--- config.mk ---
export PLATFORM = sky130hd
export DESIGN_NAME = fetch_unit
export DESIGN_NICKNAME = d
export VERILOG_FILES = /design/src/rtl/fetch_unit.sv
export SDC_FILE = /design/constraint.sdc
export NUM_CORES = 1
export LEC_CHECK = 0
export ABC_AREA = 0
export CORE_MARGIN = 2
export CORE_UTILIZATION = 50
export DETAILED_ROUTE_END_ITERATION = 6
export PLACE_DENSITY = 0.8
export SETUP_SLACK_MARGIN = 0.1
export SYNTH_ARGS = -nofsm -noshare
export SYNTH_HDL_FRONTEND = slang
export SYNTH_SLANG_ARGS = --single-unit
export TNS_END_PERCENT = 1
--- constraint.sdc ---
create_clock -name clk -period 4.87 [get_ports clk]
set_clock_uncertainty 0.2 [all_clocks]
set_input_delay 0.7305 -clock clk [delete_from_list [all_inputs] [get_ports clk]]
set_output_delay 0.7305 -clock clk [all_outputs]
set_load 0.03 [all_outputs]
--- src/rtl/fetch_unit.sv ---
// +---------------------------------------------------------------------------+
// | fetch_unit: PC owner, imem valid/ready fetch issue, instruction buffer.  |
// | Rev 1.0                                                                   |
// +---------------------------------------------------------------------------+
`default_nettype none

module fetch_unit #(
    parameter int              XLEN     = 32,
    parameter logic [XLEN-1:0] RESET_PC = 32'hBFC00000,
    parameter int              DEPTH    = 2
) (
    input  logic            clk,
    input  logic            rst_n,
    input  logic [1:0]      PCSrc,
    input  logic [XLEN-1:0] PCTarget,
    input  logic [XLEN-1:0] ALUResult,
    output logic            imem_req_valid,
    input  logic            imem_req_ready,
    output logic [XLEN-1:0] imem_addr,
    input  logic            imem_resp_valid,
    input  logic [31:0]     imem_rdata,
    output logic            instr_valid,
    input  logic            instr_ready,
    output logic [31:0]     Instr,
    output logic [XLEN-1:0] PC,
    output logic [XLEN-1:0] PCPlus4
);

    localparam int              c_AW      = (DEPTH > 1) ? $clog2(DEPTH) : 1;
    localparam int              c_CW      = c_AW + 1;
    localparam logic [31:0]     c_NOP     = 32'h00000013;
    localparam logic [1:0]      c_SRC_IMM = 2'b01;
    localparam logic [1:0]      c_SRC_HLD = 2'b11;
    localparam logic [c_CW:0]   c_DEPTH   = (c_CW+1)'(DEPTH);
    localparam logic [c_CW-1:0] c_FULL    = c_CW'(DEPTH);
    localparam logic [XLEN-1:0] c_ALIGN   = ~XLEN'(3);

    logic            r_run;
    logic [XLEN-1:0] r_fetch_pc;
    logic [c_CW-1:0] r_out;
    logic [c_CW-1:0] r_drop;
    logic [c_CW-1:0] r_cnt;
    logic [c_AW-1:0] r_pwp, r_prp;
    logic [c_AW-1:0] r_bwp, r_brp;
    logic [XLEN-1:0] r_ppc    [DEPTH];
    logic [XLEN-1:0] r_bpc    [DEPTH];
    logic [31:0]     r_binstr [DEPTH];

    logic            w_redirect;
    logic            w_hold;
    logic [XLEN-1:0] w_target;
    logic            w_valid;
    logic            w_pop;
    logic            w_resp;
    logic            w_keep;
    logic            w_fire;
    logic [c_CW:0]   w_occ;

    assign w_redirect = PCSrc[1] ^ PCSrc[0];
    assign w_hold     = (PCSrc == c_SRC_HLD);
    assign w_target   = ((PCSrc == c_SRC_IMM) ? PCTarget : ALUResult) & c_ALIGN;
    assign w_valid    = (r_cnt != '0);
    assign w_pop      = w_valid && instr_ready;
    // Responses with nothing outstanding are leftovers from before a reset.
    assign w_resp     = imem_resp_valid && (r_out != '0);
    assign w_keep     = w_resp && (r_drop == '0) && !w_redirect;
    // A same-cycle decode pop frees a slot, so it counts toward credit.
    assign w_occ      = {1'b0, r_out} + {1'b0, r_cnt} - (c_CW+1)'(w_pop);

    assign imem_req_valid = r_run && !w_hold && !w_redirect && (w_occ < c_DEPTH);
    assign w_fire         = imem_req_valid && imem_req_ready;
    assign imem_addr      = r_fetch_pc & c_ALIGN;

    assign instr_valid = w_valid;
    assign Instr       = w_valid ? r_binstr[r_brp] : c_NOP;
    assign PC          = w_valid ? r_bpc[r_brp] : '0;
    assign PCPlus4     = PC + XLEN'(4);

    always_ff @(posedge clk or negedge rst_n) begin
        if (!rst_n) begin
            r_run      <= 1'b0;
            r_fetch_pc <= RESET_PC & c_ALIGN;
            r_out      <= '0;
            r_drop     <= '0;
            r_cnt      <= '0;
            r_pwp      <= '0;
            r_prp      <= '0;
            r_bwp      <= '0;
            r_brp      <= '0;
        end else begin
            r_run <= 1'b1;

            if (w_redirect) begin
                r_fetch_pc <= w_target;
            end else if (w_fire) begin
                r_fetch_pc <= r_fetch_pc + XLEN'(4);
            end

            if (w_fire) begin
                r_pwp <= r_pwp + 1'b1;
            end
            if (w_resp) begin
                r_prp <= r_prp + 1'b1;
            end
            r_out <= r_out + c_CW'(w_fire) - c_CW'(w_resp);

            // Everything still in flight at a redirect belongs to the old path.
            if (w_redirect) begin
                r_drop <= r_out - c_CW'(w_resp);
            end else if (w_resp && (r_drop != '0)) begin
                r_drop <= r_drop - 1'b1;
            end

            if (w_redirect) begin
                r_cnt <= '0;
                r_bwp <= '0;
                r_brp <= '0;
            end else begin
                if (w_keep) begin
                    r_bwp <= r_bwp + 1'b1;
                end
                if (w_pop) begin
                    r_brp <= r_brp + 1'b1;
                end
                r_cnt <= r_cnt + c_CW'(w_keep) - c_CW'(w_pop);
            end
        end
    end

    always_ff @(posedge clk) begin
        if (w_fire) begin
            r_ppc[r_pwp] <= r_fetch_pc;
        end
        if (w_keep) begin
            r_bpc[r_bwp]    <= r_ppc[r_prp];
            r_binstr[r_bwp] <= imem_rdata;
        end
    end

`ifndef SYNTHESIS
    a_no_overflow: assert property (@(posedge clk) disable iff (!rst_n)
        !(w_keep && !w_pop && (r_cnt == c_FULL)));
`endif

endmodule

`default_nettype wire

==> After elaboration in Yosys (flattened, before gate mapping) <==
Memory sizes are Yosys's and may differ from the RTL's.
Cells that the tools add are included.
{ "word_totals": {"output_inout_bits": 130, "elab_cells": 65, "register_bits": 43, "ram_bits": 192, "input_bits": 103, "memories": 3} }
{ "classes": {"n_addsub": 14, "n_mux": 16, "reduce_logical": 19, "n_eq_ne": 2, "bitwise_logic": 1, "order_cmp": 1} }
{ "mem_list": {"columns": ["memory", "words", "word_bits", "read_ports", "rd_clocked_by_memory_dff", "write_ports", "line_no", "source"], "rows": [
  ["r_binstr", 2, 32, 1, 0, 1, "47", "logic [31:0] r_binstr [DEPTH];"],
  ["r_bpc", 2, 32, 1, 0, 1, "46", "logic [XLEN-1:0] r_bpc [DEPTH];"],
  ["r_ppc", 2, 32, 1, 0, 1, "45", "logic [XLEN-1:0] r_ppc [DEPTH];"]
]} }
{ "op_table": {"columns": ["operator", "n"], "rows": [
  ["$mux 32", 5],
  ["$add 32x3->32 const B", 2],
  ["$reduce_bool 2->1", 7],
  ["$logic_and 1x1->1", 9],
  ["$mux 1", 8],
  ["$mux 2", 3],
  ["$sub 2x1->2", 3],
  ["$add 1x1->1 const B", 4],
  ["$add 2x1->2", 2],
  ["$add 2x2->3", 1],
  ["$lt 3x2->1 const B", 1],
  ["$sub 3x1->3", 1],
  ["$eq 2x1->1 const B", 1],
  ["$eq 2x2->1 const B", 1],
  ["$logic_not 1->1", 2],
  ["$logic_not 2->1", 1],
  ["$sub 2x1->2 const B", 1],
  ["$xor 1x1->1", 1]
]} }

==> Depth between registers and ports, before layout <==
Gate-level depths: netlist of run 1.
{ "logic_depth": {"ltp_word": 8, "depth_mapped": 13, "mapped_depth_nobuf": 12} }

==> Worst setup path before layout of run 1 <==
Ideal clock, no wire load.
{ "synth_path": {"path_type": "input port to flip-flop", "start": "in PCSrc[1]", "end": "mem r_binstr[0][0] (enable)", "slack_ps": -36, "n_path_buf": 2, "stages": 6, "required_ps": 4188, "setup_ps": 482, "arrival_ps": 4223, "path_cell_list": "inv_1 ha_1 clkbuf_1 clkbuf_1 nand3_1 nor2_1"} }
{ "synth_between": {"elab_chain_cells": 5} }
{ "synth_rtl": {"columns": ["element", "line_no", "source"], "rows": [
  ["from (decl)", "14", "input logic [1:0] PCSrc,"],
  ["$xor 1x1->1", "59", "assign w_redirect = PCSrc[1] ^ PCSrc[0];"],
  ["$logic_not 1->1", "66", "assign w_keep = w_resp && (r_drop == '0) && !w_redirect;"],
  ["$logic_and 1x1->1", "66", null],
  ["$mux 1", "134", "if (w_keep) begin"],
  ["$mux 1 (not written as such)", "136", "r_binstr[r_bwp] <= imem_rdata;"],
  ["to (decl)", "47", null]
]} }
No other way between the ends.

==> Worst setup path in the final report of run 1 <==
{ "layout_path": {"start": "reg r_brp", "end": "out PCPlus4[30]"} }
{ "layout_between": {"elab_chain_cells": 3} }
{ "layout_rtl": {"columns": ["element", "line_no", "source"], "rows": [
  ["from (decl)", "44", "logic [c_AW-1:0] r_bwp, r_brp;"],
  ["from (signal assigned)", "123", "r_brp <= r_brp + 1'b1;"],
  ["$mem_v2 2x32", null, null],
  ["$mux 32", "76", "assign PC = w_valid ? r_bpc[r_brp] : '0;"],
  ["$add 32x3->32", "77", "assign PCPlus4 = PC + XLEN'(4);"],
  ["to (decl)", "26", "output logic [XLEN-1:0] PCPlus4"]
]} }
No other way between the ends.

==> metrics.md, run 1 <==
| Metric | Value |
|---|---|
| Status | `completed` |
| IO Pins | `233` |
| Relative slew margins | `38.5%` |
| P_leak | `4.63 nW` |
| Ys flop type | `edfxtp_1` |
| Post-CTS Setup Inserts | `0` |
| EDFF count, synth | `184` |
| Sequential area share after synthesis | `64.5%` |
| HP Class | `in -> async` |
| DRT Wirelength | `21000 um` |
| Post-CTS Hold Fix Bufs | `0` |
| Die X | `147 um` |
| Critical Path Start Type | `flip-flop` |
| VDD IR-drop max | `0.000249 V` |
| Buf/Inv on CP | `2` |
| Gp weighted congestion | `0.786` |
| Final min period | `4.69 ns` |
| Initial drt markers | `281` |
| RSZ-0062 raised after global routing | `yes` |
| Critical path type | `reg -> out` |
| Fillers | `1412` |
| Register bit total from synthesis | `225` |
| Worst slack, placed | `0.589 ns` |
| Site row count | `52` |
| Remaining antenna violation count after routing | `0` |
| First-pass GRT wire length | `33600 um` |
| Drt drc | `0` |
| Area growth syn-to-layout | `32.1%` |
| CP max-delay cell | `clkdlybuf4s50_1` |
| CTS Root Cell | `clkbuf_16` |
| Mapped Area | `10200 sq um` |
| Unique masters post-synth | `45` |
| Hpwl dp | `14700 um` |
| Initial Util | `50.6%` |
| H-tree Lvls | `1` |
| Async S/R FF share, synth | `18.2%` |
| Die Ht | `147 um` |
| Total area of sequential cells | `6570 sq um` |
| Cell count after synthesis | `753` |
| Global route overflow | `0` |
| Max FO, Critical Path | `15` |
| DR vias/cell | `5.15` |
| Largest net degree at the start of global routing | `68` |
| Final worst hold slack | `0.168 ns` |
| Area of the multi-input gates | `3410 sq um` |
| Hold Fails Final Rpt | `0` |
| IO Port Bufs | `222` |
| Drt pass-1 iters | `4` |
| CTS sink count | `225` |
| Setup WS post-layout | `0.183 ns` |
| Max-Cap Viols | `0` |
| Final nets | `1093` |
| Setup tns final | `0 ns` |
| Critical Path AT | `3.76 ns` |
| Highest Clock Rate | `213 MHz` |
| Cell Chain, Critical Path | `mux2i_1 -> or2_2 -> inv_1 -> ha_1 -> nand4_1 -> or4_4 -> nor2_1 -> xor2_1 -> clkdlybuf4s50_1` |
| Critical path's top delay family | `simple AND/OR/NAND/NOR gates` |
| Syn avg cell area | `13.5 sq um` |
| Syn. warnings | `0` |
| Core ar. | `20100 sq um` |
| Share of cells above drive strength 1 | `10.7%` |
| Least-Margin Pin Slew | `0.922 ns` |
| Final period util | `96.2%` |
| Critical Path RT | `3.94 ns` |
| Diodes inserted | `0` |
| CP Capture Type | `output port` |
| Via Count | `6506` |
| CTS tree | `yes` |
| Fin cells | `1264` |
| DP Cell Count | `1223` |
| Pwr dens | `525 nW/um^2` |
| Clock-pin slew on the worst setup and hold paths | `0.06 ns` |
| Drt wl/cell | `16.6 um` |
| Initial antenna violation count | `0` |
| Crit path largest cell delay | `0.69 ns` |
| Setup-failing EPs final | `0` |
| Clock Latency Late Sink | `0.50 ns` |
| Total power | `7.05 mW` |
| CTS max path bufs | `3` |
| TritonCTS buffer count | `23` |
| Number of global-route vias before repair | `6455` |
| GRT Total Usage | `19.5%` |
| Total die area | `21500 sq um` |
| Max-slew violation count | `0` |
## through the flow
stage / utilization, % / instance area, sq um
detailed placement: 63.2 / 12700
finish: 66.9 / 13400
global route: 66.9 / 13400
CTS: 66.8 / 13400
floorplan: - / 10200
global placement: 63.2 / 12700
## metal layers
| layer | vias up | global-route usage, % | wire length (um) | part of all wire [%] |
|---|---|---|---|---|
| met5 | - | 0 | 0 | 0 |
| met2 | 237 | 31.4 | 9490 | 45 |
| met3 | 31 | 5.09 | 1860 | 8.9 |
| li1 | 3177 | - | - | - |
| met1 | 3061 | 26.7 | 9220 | 44 |
| met4 | 0 | 5.05 | 405 | 1.9 |
## worst register-to-register path, cell delays in order (launching register included)
cell	delay [ns]
dfrtp_1	0.45
inv_1	0.08
ha_1	0.31
fa_1	0.55
and4b_1	0.22
and3_1	0.35
inv_2	0.17
nor3_2	0.49
nand4_1	0.21
xor2_1	0.18
a21oi_1	0.15
## cells in the final DEF, fill, tap and decap left out, drive strengths merged, types with 2 or more instances in the layout
cell type	instances
nor2b	22
nand4	15
ha	11
buf	11
and2	10
a21oi	22
dfstp	9
xnor2	34
nor4	2
o21ai	15
nand2b	3
dfrtp	32
nor3	8
mux2i	71
conb	7
inv	14
and3	13
a211oi	23
edfxtp	184
clkbuf	36
nor2	75
xor2	34
nand2	43
mux2	30
nand3b	5
clkinv	4
nand3	29
clkdlybuf4s50	220
## sequential cells by signal, indices dropped and copies added (netlist names)
register,cells
r_binstr,64
r_bpc,60
r_ppc,60
r_fetch_pc,30
r_cnt,2
r_drop,2
r_out,2
r_brp,1
r_bwp,1
r_prp,1
r_pwp,1
r_run,1
## kinds of logic (layout without fill, tap and decap cells)
| kind of cell | Yosys count | count (layout) | synth area share [%] |
|---|---|---|---|
| buffers and inverters | 52 | 288 | 2.39 |
| xor gates and xnor gates | 68 | 68 | 5.85 |
| adders and majority gates | 12 | 12 | 1.55 |
| and+or+nand+nor | 229 | 229 | 11.3 |
| AOI/OAI and AO/OA | 64 | 64 | 4.03 |
| other | 2 | 7 | 0.0738 |
| muxes | 101 | 101 | 10.3 |
| DFF | 225 | 225 | 64.5 |
## final cells by class
type | count | area share [%]
clock inverters | 6 | 0.428
multi-input cells | 481 | 25.4
clock buffers | 35 | 5.06
well taps | 270 | 2.51
flip-flops and latches | 225 | 48.8
inverters | 14 | 0.391
repair buffers | 233 | 17.4
## synthesized netlist by cell type, types with 2 or more instances
cell / count / area share [%]
edfxtp_1: 184 / 54
mux2i_1: 71 / 7.0
nor2_1: 70 / 2.6
nand2_1: 43 / 1.6
xnor2_1: 34 / 2.9
xor2_1: 34 / 2.9
dfrtp_1: 32 / 7.9
mux2_2: 30 / 3.3
nand3_1: 28 / 1.4
a21oi_1: 22 / 1.1
nor2b_1: 22 / 1.4
a211oi_1: 20 / 1.5
nand4_1: 15 / 0.92
o21ai_0: 15 / 0.74
clkbuf_1: 14 / 0.52
and3_1: 13 / 0.80
inv_1: 13 / 0.48
ha_1: 11 / 1.4
and2_1: 10 / 0.61
dfstp_2: 9 / 2.3
buf_2: 8 / 0.39
buf_4: 8 / 0.59
buf_1: 7 / 0.26
nor3_1: 6 / 0.30
nand3b_1: 5 / 0.37
nor2_2: 5 / 0.31
nand2b_1: 3 / 0.18
a211oi_2: 2 / 0.25
conb_1: 2 / 0.074
nor3_2: 2 / 0.20
## report_power, final
part	internal, mW	leakage, nW	switching, mW
combinational	1.16	2.14	1.70
clock	1.01	0.364	0.678
sequential	2.35	2.13	0.157
total	4.52	4.63	2.53
## timing repair
item	4_1_cts	5_1_grt
resized for setup	1	3
cloned	0	0
setup endpoints to repair	1	7
## path summary, 6_finish.rpt
path                                    startpoint                         end  slack (ns)  cells past startpoint
worst min register to register   r_prp$_DFFE_PN0P_           r_prp$_DFFE_PN0P_        0.29                      1
worst min-delay path                         rst_n  r_fetch_pc[30]$_DFFE_PN0P_        0.17                      1
min in group clk                 r_prp$_DFFE_PN0P_           r_prp$_DFFE_PN0P_        0.29                      1
worst max register to register  r_cnt[1]$_DFF_PN0_  r_fetch_pc[31]$_DFFE_PN1P_        1.44                     10
worst max-delay path             r_brp$_DFFE_PN0P_                 PCPlus4[30]        0.18                      9
max in group asynchronous                    rst_n           r_brp$_DFFE_PN0P_        3.61                      1
Power figures use the tool's default switching activity.
==> run 2, diff against run 1 <==
- CORE_ASPECT_RATIO: not set -> 0.75
==> run 2 against run 1 <==
Largest power group unchanged. Global-route usage is 1.1 points higher. Wire length grew 5.7%. Register-to-register slack improved by 0.05 ns. Total power barely moved. Via count increased by 1.9%. Die area is essentially flat. Flip-flop and latch count did not move. Cell count shrank 0.71%. Worst hold slack improved by 0.023 ns.
==> metrics.md, run 2 (same netlist as run 1, synthesis figures left out) <==
| Metric | Value |
|---|---|
| Status | `completed` |
| Area growth syn-to-layout | `31.6%` |
| Site row count | `45 (-13%)` |
| Post-CTS Hold Fix Bufs | `0 (unchanged)` |
| Pwr dens | `527 nW/um^2 (+0.44%)` |
| Critical path type | `reg -> out` |
| Drt drc | `0 (unchanged)` |
| Reg2Reg Depth | `10 (unchanged)` |
| CTS Root Cell | `clkbuf_16` |
| Core ar. | `20100 sq um (about the same)` |
| Via Count | `6630 (+1.9%)` |
| Die X | `169 um (+15%)` |
| CTS tree | `yes` |
| Max FO, Critical Path | `16 (+1)` |
| First-pass GRT wire length | `34500 um (+2.9%)` |
| Commonest non-fill, non-tap cells in the layout | `clkdlybuf4s50_1, edfxtp_1, mux2i_1` |
| Clock-pin slew on the worst setup and hold paths | `0.06 ns (about the same)` |
| H-tree Lvls | `1 (unchanged)` |
| Top flop regs | `r_binstr (64), r_bpc (60), r_ppc (60)` |
| GRT Total Usage | `20.6% (+1.1 points)` |
| Least-Margin Pin Slew | `0.984 ns (+0.0614 ns)` |
| Remaining antenna violation count after routing | `0 (unchanged)` |
| Largest net degree at the start of global routing | `68 (unchanged)` |
| Initial Util | `50.6% (about the same)` |
| DRT Wirelength | `22200 um (+5.7%)` |
| TritonCTS buffer count | `23 (unchanged)` |
| Cell Chain, Critical Path | `mux2i_1 -> or2_2 -> inv_1 -> ha_1 -> nand4_1 -> or4_4 -> nor2_1 -> xor2_1 -> clkdlybuf4s50_1` |
| Clock Latency Late Sink | `0.50 ns (about the same)` |
| Share of cells above drive strength 1 | `9.93% (-0.73 points)` |
| Critical Path RT | `3.94 ns (about the same)` |
| DR vias/cell | `5.28 (+2.6%)` |
| HP Class | `in -> async` |
| Max reg flops | `64 (unchanged)` |
| VDD IR-drop max | `0.000328 V (+32%)` |
| Top reg by flops | `r_binstr` |
| CTS max path bufs | `3 (unchanged)` |
| Stages on worst setup path | `9 (unchanged)` |
| Final period util | `95.4% (-0.86 points)` |
| Final nets | `1095 (+0.18%)` |
| Buf/Inv on CP | `2 (unchanged)` |
| Critical path's top delay family | `simple AND/OR/NAND/NOR gates` |
| Highest Clock Rate | `215 MHz (+0.90%)` |
| Post-layout util | `66.6% (-0.25 points)` |
| CP max-delay cell | `clkdlybuf4s50_1` |
| Drt pass-1 iters | `5 (+1)` |
| CTS sink count | `225 (unchanged)` |
| Crit path largest cell delay | `0.69 ns (about the same)` |
| Final min period | `4.64 ns (-0.0419 ns)` |
| Max-slew violation count | `0 (unchanged)` |
| Gp weighted congestion | `0.880 (+12%)` |
| IO Pins | `233 (unchanged)` |
| Worst slack, placed | `0.592 ns (+0.00249 ns)` |
| P_leak | `4.61 nW (-0.44%)` |
| Setup WS post-layout | `0.225 ns (+0.0419 ns)` |
| Diodes inserted | `0 (unchanged)` |
| Number of global-route vias before repair | `6376 (-1.2%)` |
| Initial antenna violation count | `0 (unchanged)` |
| Hpwl dp | `15600 um (+6.3%)` |
| RSZ-0062 raised after global routing | `yes` |
| Critical Path AT | `3.71 ns (-0.05 ns)` |
| Die Ht | `128 um (-13%)` |
| Critical Path Start Type | `flip-flop` |
| Most common cell after layout, fill and taps aside | `clkdlybuf4s50_1` |
| Initial drt markers | `451 (+60%)` |
| Hold Fails Final Rpt | `0 (unchanged)` |
| Relative slew margins | `34.4% (-4.1 points)` |
| Global route overflow | `0 (unchanged)` |
| Total die area | `21500 sq um (about the same)` |
| Drt wl/cell | `17.7 um (+6.4%)` |
| Setup tns final | `0 ns (unchanged)` |
| Setup-failing EPs final | `0 (unchanged)` |
| Max-Cap Viols | `0 (unchanged)` |
| CP Capture Type | `output port` |
| IO Port Bufs | `222 (unchanged)` |
==> run 2: cell count changes in the layout (fill, tap and decap cells not counted) <==
| cell | previous run | this run |
|---|---|---|
| clkinvlp_4 | 1 | 0 |
| inv_6 | 0 | 1 |
| clkinv_2 | 4 | 0 |
| clkinv_1 | 0 | 4 |
| clkbuf_8 | 7 | 0 |
| buf_4 | 7 | 11 |
| buf_12 | 2 | 1 |
| bufinv_16 | 1 | 2 |
| clkbuf_1 | 6 | 12 |
==> run 2: power by group <==
group / internal (mW) / switching, mW / total (mW)
Clock: 0.983 / 0.664 / 1.65
Sequential: 2.35 / 0.196 / 2.55
Combinational: 1.16 / 1.70 / 2.86
==> run 2: per-stage QoR <==
| stage | area [sq um] | instances | hold WS (ns) | power (mW) |
|---|---|---|---|---|
| 2_1_floorplan | 10200 | 758 | 0.235 | 4.31 |
| 3_3_place_gp | 12700 | 1212 | 0.293 | 5.40 |
| 3_5_place_dp | 12700 | 1212 | 0.319 | 5.45 |
| 4_1_cts | 13400 | 1255 | 0.203 | 7.11 |
| 5_1_grt | 13400 | 1255 | 0.241 | 7.39 |
| 6_report | 13400 | 1255 | 0.191 | 7.06 |
==> run 2: path summary, 6_finish.rpt <==
kind                                         start                          to  slack (ns)
worst max-delay path             r_brp$_DFFE_PN0P_                 PCPlus4[26]        0.23
worst min-delay path                         rst_n  r_fetch_pc[16]$_DFFE_PN0P_        0.19
worst max register to register  r_cnt[1]$_DFF_PN0_  r_fetch_pc[21]$_DFFE_PN0P_        1.49
worst min register to register   r_pwp$_DFFE_PN0P_           r_pwp$_DFFE_PN0P_        0.33
max in group asynchronous                    rst_n           r_brp$_DFFE_PN0P_        3.56
min in group clk                 r_pwp$_DFFE_PN0P_           r_pwp$_DFFE_PN0P_        0.33
==> run 2: metal layers <==
metal	wire length (um)	GRT usage [%]
met1	10700	31.6
met2	9480	30.7
met3	1660	4.34
met4	278	3.90
met5	0	0
==> run 2: final cells by class <==
| class | instances | area (sq um) |
|---|---|---|
| tap | 258 | 323 |
| clock inverter | 7 | 83.8 |
| timing repair buffer | 235 | 2330 |
| fill | 1515 | 6710 |
| multi-input combinational | 481 | 3410 |
| inverter | 14 | 52.6 |
| sequential | 225 | 6570 |
| clock buffer | 35 | 621 |
==> run 2: what timing repair did <==
item | CTS | global route
gates resized for setup | 0 | 1
buffers inserted | 1 | 0
endpoints found under the hold margin | 0 | 0
setup endpoints to repair | 2 | 3
pin swaps | 0 | 0
==> run 2: worst register-to-register path, stage by stage (launching register included) <==
cell     delay, ns
dfrtp_1       0.47
inv_1         0.07
ha_1          0.30
fa_1          0.55
and4b_1       0.23
and3_1        0.35
inv_2         0.15
nor3_2        0.48
nand3_1       0.16
xor2_1        0.18
a21oi_1       0.09
==> run 3, diff against run 2 <==
- CTS_CLUSTER_SIZE: not set -> 25
- SKIP_LAST_GASP: not set -> 1
==> run 3 against run 2 <==
Maximum frequency decreased by 0.12%. Setup slack got worse by 0.0058 ns. Combinational power about the same. Cell count unchanged. Die area unchanged. Register-to-register slack improved by 0.02 ns. Critical path type unchanged. Critical endpoint unchanged. Highest routed layer unchanged.
==> metrics.md, run 3 (same netlist as run 1, synthesis figures left out) <==
| Metric | Value |
|---|---|
| IO Port Bufs | `222 (unchanged)` |
| DR vias/cell | `5.30 (+0.30%)` |
| CP Capture Type | `output port` |
| Reg2reg end | `r_fetch_pc[31]$_DFFE_PN1P_` |
| H-tree Lvls | `1 (unchanged)` |
| Number of global-route vias before repair | `6382 (+0.094%)` |
| Commonest non-fill, non-tap cells in the layout | `clkdlybuf4s50_1, edfxtp_1, mux2i_1` |
| Final nets | `1095 (unchanged)` |
| Final min period | `4.65 ns (+0.00578 ns)` |
| CTS max path bufs | `3 (unchanged)` |
| R2r setup slk | `1.51 ns (+0.02 ns)` |
| Hpwl dp | `15600 um (unchanged)` |
| Status | `completed` |
| Critical Path AT | `3.72 ns (about the same)` |
| Share of cells above drive strength 1 | `10.0% (+0.10 points)` |
| Relative slew margins | `36.1% (+1.7 points)` |
| Diodes inserted | `0 (unchanged)` |
| Max-slew violation count | `0 (unchanged)` |
| Critical Path RT | `3.94 ns (about the same)` |
| P_leak | `4.61 nW (-0.17%)` |
| Setup-failing EPs final | `0 (unchanged)` |
| Core ar. | `20100 sq um (unchanged)` |
| Critical path type | `reg -> out` |
| R2r startpoint | `r_cnt[1]$_DFF_PN0_` |
| Drt drc | `0 (unchanged)` |
| Reg2Reg Depth | `10 (unchanged)` |
| GRT Total Usage | `20.6% (about the same)` |
| Total die area | `21500 sq um (unchanged)` |
| Total area of sequential cells | `6570 sq um (unchanged)` |
| Max reg flops | `64 (unchanged)` |
| VDD IR-drop max | `0.000326 V (-0.65%)` |
| Via Count | `6650 (+0.30%)` |
| Drt pass-1 iters | `5 (unchanged)` |
| Pwr dens | `524 nW/um^2 (-0.57%)` |
| Top reg by flops | `r_binstr` |
| Least-Margin Pin Slew | `0.958 ns (-0.0257 ns)` |
| DP Cell Count | `1212 (unchanged)` |
| Max FO, Critical Path | `16 (unchanged)` |
| Drt wl/cell | `17.6 um (-0.22%)` |
| Crit path largest cell delay | `0.69 ns (about the same)` |
| Initial antenna violation count | `0 (unchanged)` |
| Initial drt markers | `343 (-24%)` |
| TritonCTS buffer count | `23 (unchanged)` |
| Initial Util | `50.6% (unchanged)` |
| RSZ-0062 raised after global routing | `yes` |
| Area growth syn-to-layout | `31.4%` |
| DRT Wirelength | `22100 um (-0.22%)` |
| Site row count | `45 (unchanged)` |
| Largest net degree at the start of global routing | `68 (unchanged)` |
| Hold Fails Final Rpt | `0 (unchanged)` |
| Gp weighted congestion | `0.880 (unchanged)` |
| First-pass GRT wire length | `34500 um (-0.16%)` |
| Die X | `169 um (unchanged)` |
| Clock-pin slew on the worst setup and hold paths | `0.06 ns (about the same)` |
| Remaining antenna violation count after routing | `0 (unchanged)` |
| Cell Chain, Critical Path | `mux2i_1 -> or2_2 -> inv_1 -> ha_1 -> nand4_1 -> or4_4 -> nor2_1 -> xor2_1 -> clkdlybuf4s50_1` |
| CTS Root Cell | `clkbuf_16` |
| Clock Latency Late Sink | `0.50 ns (about the same)` |
| IO Pins | `233 (unchanged)` |
| Total power | `7.01 mW (-0.75%)` |
| Final period util | `95.5% (+0.12 points)` |
| Max-Cap Viols | `0 (unchanged)` |
| Area of the multi-input gates | `3410 sq um (unchanged)` |
| Most common cell after layout, fill and taps aside | `clkdlybuf4s50_1` |
| CTS sink count | `225 (unchanged)` |
| Fillers | `1515 (unchanged)` |
| CP max-delay cell | `clkdlybuf4s50_1` |
| Top flop regs | `r_binstr (64), r_bpc (60), r_ppc (60)` |
| HP Class | `in -> async` |
| Global route overflow | `0 (unchanged)` |
| Post-CTS Hold Fix Bufs | `0 (unchanged)` |
| Die Ht | `128 um (unchanged)` |
| Fin cells | `1255 (unchanged)` |
| CTS tree | `yes` |
| Highest Clock Rate | `215 MHz (-0.12%)` |
| Critical Path Start Type | `flip-flop` |
==> run 3: cell count changes in the layout (fill, tap and decap cells not counted), sizes merged <==
cell / delta
bufinv: -1
clkinv: +1
==> run 3: report_power, final <==
group / leakage [nW] / internal (mW) / switching, mW
clock: 0.329 / 0.931 / 0.662
sequential: 2.13 / 2.35 / 0.197
combinational: 2.14 / 1.16 / 1.70
==> run 3: per-stage QoR <==
stage          TNS (ns)  util [%]  worst slack, ns  hold slack [ns]  cell area [sq um]
4_1_cts               0      66.5            0.159            0.201              13400
5_1_grt               0      66.5           0.0669            0.242              13400
2_1_floorplan     -4.42         -          -0.0357            0.235              10200
3_3_place_gp          0      63.1            0.676            0.293              12700
3_5_place_dp          0      63.1            0.592            0.319              12700
6_report              0      66.5            0.220            0.182              13400
==> run 3: layout make-up <==
| cell class | count | share of cell area (%) |
|---|---|---|
| clock inverters | 7 | 0.449 |
| repair buffers | 235 | 17.5 |
| inverters | 14 | 0.393 |
| well taps | 258 | 2.41 |
| multi-input cells | 481 | 25.5 |
| clock buffers | 35 | 4.64 |
| flip-flops and latches | 225 | 49.1 |
==> run 3: how the worst max path moves through the flow <==
stage                      startpoint                        to
floorplan                    PCSrc[1]  r_binstr[0][0]$_DFFE_PP_
CTS                 r_brp$_DFFE_PN0P_               PCPlus4[24]
finish              r_brp$_DFFE_PN0P_               PCPlus4[26]
global placement    r_brp$_DFFE_PN0P_               PCPlus4[24]
global route        r_brp$_DFFE_PN0P_               PCPlus4[30]
detailed placement  r_brp$_DFFE_PN0P_               PCPlus4[24]
==> run 3: timing repair <==
action,in CTS,in global routing
setup endpoints to repair,3,3
gates resized for setup,0,1
setup buffers,1,0
==> run 3: critical path: cells and delay by family, from the launching register on <==
family,cells,cell delay [ns]
xor+xnor,1,0.16
flops,1,0.61
buf+inv,2,0.77
mux,1,0.22
fa+ha+maj,1,0.28
simple gates,4,1.18
==> run 3: metal layers <==
layer / GRT usage [%] / vias up / share of wire (%)
li1: - / 3176 / -
met1: 31.6 / 3169 / 48
met2: 30.7 / 278 / 43
met3: 4.09 / 27 / 7.4
met4: 4.26 / 0 / 1.5
met5: 0 / - / 0
